<file path="config.mk">
export PLATFORM = sky130hd
export DESIGN_NAME = regread_stage
export DESIGN_NICKNAME = d
export VERILOG_FILES = /design/src/rtl/regread_stage_pkg.sv /design/src/rtl/regread_stage_regfile.sv /design/src/rtl/regread_stage.sv
export SDC_FILE = /design/constraint.sdc
export NUM_CORES = 1
export LEC_CHECK = 0
export ABC_AREA = 1
export ABC_CLOCK_PERIOD_IN_PS = 2700
export BUFFER_PORTS_ARGS = -buffer_cell sky130_fd_sc_hd__buf_4
export CORE_MARGIN = 4
export CORE_UTILIZATION = 30
export DETAILED_ROUTE_END_ITERATION = 6
export PLACE_DENSITY_LB_ADDON = 0.25
export SETUP_SLACK_MARGIN = 0.05
export SYNTH_ARGS = -nofsm -noshare
export SYNTH_HDL_FRONTEND = slang
export SYNTH_SLANG_ARGS = --single-unit
</file>
<file path="constraint.sdc">
create_clock -name clk -period 2.7 [get_ports clk]
set_clock_uncertainty 0.15 [all_clocks]
set_input_delay 0.27 -clock clk [delete_from_list [all_inputs] [get_ports clk]]
set_output_delay 0.27 -clock clk [all_outputs]
set_load 0.02 [all_outputs]
</file>
<file path="src/rtl/regread_stage_pkg.sv">
// Shared sizing and opcode constants for the register-read stage.
package regread_stage_pkg;
  localparam int DATA_WIDTH = 16;
  localparam int NREGS      = 8;
  localparam int IDX_W      = $clog2(NREGS);

  localparam logic [3:0] OP_NOP   = 4'b0000;
  localparam logic [3:0] OP_ADD   = 4'b0001;
  localparam logic [3:0] OP_SUB   = 4'b0010;
  localparam logic [3:0] OP_MOVB  = 4'b0011;
  localparam logic [3:0] OP_CMPEQ = 4'b0100;
endpackage

</file>
<file path="src/rtl/regread_stage_regfile.sv">
// Register file: one write port, two combinational read ports with write-through.
module regfile
  import regread_stage_pkg::*;
#(
  parameter int DW = DATA_WIDTH,
  parameter int NR = NREGS,
  parameter int IW = $clog2(NR)
) (
  input  logic          clk,
  input  logic          rst_n,
  input  logic          we,
  input  logic [IW-1:0] waddr,
  input  logic [DW-1:0] wdata,
  input  logic [IW-1:0] raddr_a,
  input  logic [IW-1:0] raddr_b,
  output logic [DW-1:0] rdata_a,
  output logic [DW-1:0] rdata_b
);
  logic [NR-1:0][DW-1:0] mem_q, mem_d;

  // Next-state storage: only the addressed word changes on a write.
  always_comb begin
    mem_d = mem_q;
    if (we) mem_d[waddr] = wdata;
  end

  // Storage flops; reset clears every word.
  always_ff @(posedge clk or negedge rst_n) begin
    if (!rst_n) mem_q <= '0;
    else        mem_q <= mem_d;
  end

  // Reads see a same-cycle write so a consumer never waits an extra cycle.
  always_comb begin
    rdata_a = (we && waddr == raddr_a) ? wdata : mem_q[raddr_a];
    rdata_b = (we && waddr == raddr_b) ? wdata : mem_q[raddr_b];
  end
endmodule

</file>
<file path="src/rtl/regread_stage.sv">
// Register-read stage: scoreboard hazard check, operand fetch, output register.
module regread_stage
  import regread_stage_pkg::*;
#(
  parameter int DATA_WIDTH = regread_stage_pkg::DATA_WIDTH,
  parameter int NREGS      = regread_stage_pkg::NREGS,
  parameter int IDX        = $clog2(NREGS)
) (
  input  logic                  clk,
  input  logic                  rst_n,
  input  logic                  in_valid,
  output logic                  in_ready,
  input  logic [3:0]            in_cop,
  input  logic [IDX-1:0]        in_rs_a,
  input  logic [IDX-1:0]        in_rs_b,
  input  logic [IDX-1:0]        in_rd,
  input  logic                  in_wr,
  input  logic                  in_use_imm,
  input  logic [DATA_WIDTH-1:0] in_imm,
  input  logic                  wb_en,
  input  logic [IDX-1:0]        wb_rd,
  input  logic [DATA_WIDTH-1:0] wb_data,
  input  logic                  flush,
  output logic                  out_valid,
  input  logic                  out_ready,
  output logic [DATA_WIDTH-1:0] out_reg_A,
  output logic [DATA_WIDTH-1:0] out_reg_B,
  output logic [3:0]            out_cop,
  output logic [IDX-1:0]        out_rd,
  output logic                  out_wr
);
  logic [DATA_WIDTH-1:0] rd_a, rd_b;
  logic [NREGS-1:0]      busy_q, busy_d, busy_eff;
  logic                  hazard, accept;

  logic                  out_valid_q, out_valid_d;
  logic [DATA_WIDTH-1:0] out_a_q, out_a_d, out_b_q, out_b_d;
  logic [3:0]            out_cop_q, out_cop_d;
  logic [IDX-1:0]        out_rd_q, out_rd_d;
  logic                  out_wr_q, out_wr_d;

  regfile #(.DW(DATA_WIDTH), .NR(NREGS), .IW(IDX)) u_rf (
    .clk     (clk),
    .rst_n   (rst_n),
    .we      (wb_en),
    .waddr   (wb_rd),
    .wdata   (wb_data),
    .raddr_a (in_rs_a),
    .raddr_b (in_rs_b),
    .rdata_a (rd_a),
    .rdata_b (rd_b)
  );

  // Busy view for this cycle: a register being written back now is already free.
  always_comb begin
    busy_eff = busy_q;
    for (int i = 0; i < NREGS; i++)
      if (wb_en && wb_rd == IDX'(i)) busy_eff[i] = 1'b0;
    hazard   = busy_eff[in_rs_a] | (~in_use_imm & busy_eff[in_rs_b]);
    in_ready = (out_ready | ~out_valid_q) & ~hazard & ~flush;
    accept   = in_valid & in_ready;
  end

  // Scoreboard update: clear on write-back, set on issue (set wins), flush clears all.
  always_comb begin
    busy_d = busy_eff;
    if (accept && in_wr) busy_d[in_rd] = 1'b1;
    if (flush)           busy_d = '0;
  end

  // Output register: load on accept, drain on consume, hold while stalled.
  always_comb begin
    out_valid_d = out_valid_q;
    out_a_d     = out_a_q;
    out_b_d     = out_b_q;
    out_cop_d   = out_cop_q;
    out_rd_d    = out_rd_q;
    out_wr_d    = out_wr_q;
    if (accept) begin
      out_valid_d = 1'b1;
      out_a_d     = rd_a;
      out_b_d     = in_use_imm ? in_imm : rd_b;
      out_cop_d   = in_cop;
      out_rd_d    = in_rd;
      out_wr_d    = in_wr;
    end else if (out_ready) begin
      out_valid_d = 1'b0;
    end
    if (flush) out_valid_d = 1'b0;
  end

  // Stage flops; reset drops any held instruction outright.
  always_ff @(posedge clk or negedge rst_n) begin
    if (!rst_n) begin
      busy_q      <= '0;
      out_valid_q <= 1'b0;
      out_a_q     <= '0;
      out_b_q     <= '0;
      out_cop_q   <= '0;
      out_rd_q    <= '0;
      out_wr_q    <= 1'b0;
    end else begin
      busy_q      <= busy_d;
      out_valid_q <= out_valid_d;
      out_a_q     <= out_a_d;
      out_b_q     <= out_b_d;
      out_cop_q   <= out_cop_d;
      out_rd_q    <= out_rd_d;
      out_wr_q    <= out_wr_d;
    end
  end

  assign out_valid = out_valid_q;
  assign out_reg_A = out_a_q;
  assign out_reg_B = out_b_q;
  assign out_cop   = out_cop_q;
  assign out_rd    = out_rd_q;
  assign out_wr    = out_wr_q;
endmodule

</file>
==> run metrics <==
gr ovfl total 0; Final setup viols 0; sum of negative setup slack 0 ns; Final Non-Filler Cells 1,766; Root Buffer clkbuf_16; MaxCap Viol Count 0; status complete, no violations; HP Class primary input to flip-flop; Horiz. Die Dim 185 um; Die H 185 um; vias per std cell 5.15; final period demand of the worst path 2.13 ns; final instance area 11,300 um^2; post-route setup slack 0.573 ns; Final Wtd Congestion 0.845; CTS tree done; synth unique cells 31; Syn Nets 1,338; DRT Wirelength 31.4 mm; WL per Instance 17.8 um; highest routed layer met4; Yosys reg bits 177; CTS Buf Count 17; final-stage net count 1,413; CP cell instances dlygate4sd3_1 > buf_4 > a21oi_1 > nand2_1 > nor2_2 > nand2_2 > inv_1 > buf_4; combinational fraction of design power 23.9%; most frequent cells in the layout 344 x nand2_1, 337 x o21ai_0, 177 x dfrtp_1; met3 WL post-DR 2.10 mm; critical path's largest stage delay 0.54 ns; leakage 5.30 nW; Most common cell on crit path buf_4; Synthesis Warnings 0; post-synthesis cell count 1,282; Net Sw Frac 33.5%; core footprint 30,700 um^2; RSZ-0062 raised after global routing false; synthesis-to-finish area growth 19.9%; Met2 Routed Length 13.8 mm; dpl cells 1,715; Clock Latency Late Sink 0.44 ns; HPWL after detailed placement 19.8 mm; Final period util 78.8%; Crit Path Category primary input to output port; most common cell after layout, fill and taps aside nand2_1; share of layout cells above drive strength 1 12.8%; sequential group share of total power 44.7%; I/O Buffers 97; Boundary Pins 98; pwr/cell area 695 nW/um^2; hold path cells 5; largest net degree at the start of global routing 58; DRT iter0 DRCs 744; antenna violations before repair 0; initial cell density of the core 30.6%; CP Data Required Time 2.28 ns; Hold Violations, Final 0; number of diodes 0; maximum clock frequency 470 MHz; post-place setup slack 0.360 ns; gr usage total 18.4%; Die ar. 34,200 um^2; crit path DAT 1.71 ns; clk sinks 177; Max IR drop VDD 0.376 mV; Met1 Wirelength 14.8 mm; Rows 64; top-area cell type share of the netlist area 47.1%; number of H-tree levels 4; Reg2Reg Depth 10; Routed Antenna Nets 0; Max-slew headroom 62.5%; ranking of synthesized cells by area dfrtp_1 47%, o21ai_0 18%, nand2_1 14%; largest buffer count on any clock path 2; Max FO, Critical Path 10; quantity of gates resized following cts 0; CP Capture Type output port; P_int 5.20 mW; detailed-route via count 9,102; crit start category primary input; Slew Limit Fails 0; Avg Cell Area, Syn 7.33 um^2; Worst Tran Pin Value 0.562 ns; sequential-to-total area share from yosys stat 47.1%; mapped cell area 9400 um^2; residual DRC count 0; post-synth top area cell dfrtp_1; CP max stage cell dlygate4sd3_1; Worst-path clk slew 0.07 ns; drt first pass iters 5; Psw 2.63 mW; Post-CTS Hold Fix Bufs 19; Area after DPL 10,500 um^2; Clock Power Share 31.4%; first-pass GRT wire length 49.6 mm; setup bufs post-CTS 0; vias in the first global route 8,685
[sequential cells by signal (all words and copies together) (netlist names)]
name	flops
busy_q	8
u_rf.mem_q	128
out_rd	3
out_valid	1
out_wr	1
out_cop	4
out_reg_B	16
out_reg_A	16
[cell families after synthesis]
logic type	Yosys count	share of synthesized area [%]
XOR/XNOR	1	0.0932
buffers and inverters	164	7.16
AND/OR/NAND/NOR	484	20.3
flip-flops	177	47.1
AO/OA/AOI/OAI	456	25.3
[cells in the mapped netlist, drive strengths merged]
library cell and number:
clkinv 1, a32oi 4, inv 71, nor2 92, a221oi 1, clkbuf 71, nand3 40, o21ai 340
o31ai 4, xnor2 1, nand2 347, a21oi 77, o211ai 15, buf 21, dfrtp 177, o22ai 7
o2111ai 1, nor3 2, a31oi 7, nand4 1, or2 2
[layer usage]
layer  up-vias  track usage, %
li1       4420               -
met1      4275            25.8
met2       349            29.2
met3        58            3.10
met4         0            5.49
met5         -               0
[worst max-delay path: cells and delay by family]
kind,cells,cell delay (ns)
simple gates,3,0.31
buf+inv,4,0.94
compound gates,1,0.18
[power groups by stage]
stage / clock, mW / combinational (mW) / sequential, mW
2_1_floorplan: 0 / 0.957 / 3.65
3_3_place_gp: 0 / 1.82 / 3.53
3_5_place_dp: 0 / 1.85 / 3.53
4_1_cts: 2.52 / 1.88 / 3.49
5_1_grt: 2.62 / 2.12 / 3.57
6_report: 2.46 / 1.87 / 3.50
[metrics by stage]
stage,util (%),hold slack [ns],total power [mW]
after floorplan,-,-0.176,4.61
after detailed placement,34.2,0.132,5.38
after global routing,36.7,0.0254,8.31
final,36.7,0.0174,7.83
after global placement,34.2,0.129,5.35
after CTS,36.7,0.00656,7.88
[path summary, 6_finish.rpt]
check / slack (ns) / endpoint / startpoint
min in group asynchronous: 0.21 / out_reg_B[10]$_DFFE_PN0P_ / rst_n
hold reg to reg: 0.33 / out_reg_B[8]$_DFFE_PN0P_ / out_reg_B[8]$_DFFE_PN0P_
setup / recovery: 0.57 / in_ready / flush
hold / removal: 0.02 / out_reg_B[6]$_DFFE_PN0P_ / in_imm[6]
max in group asynchronous: 1.44 / u_rf.mem_q[126]$_DFFE_PN0P_ / rst_n
setup reg to reg: 0.67 / out_reg_B[13]$_DFFE_PN0P_ / busy_q[1]$_DFF_PN0_
[final cells by class]
| cell class | instances | area (um^2) |
|---|---|---|
| fill | 3232 | 19500 |
| clock inverter | 12 | 125 |
| multi-input combinational | 941 | 4300 |
| inverter | 72 | 273 |
| clock buffer | 20 | 447 |
| sequential | 177 | 4430 |
| timing repair buffer | 148 | 1200 |
| tap | 396 | 495 |
(Power assumes the default switching activity.)
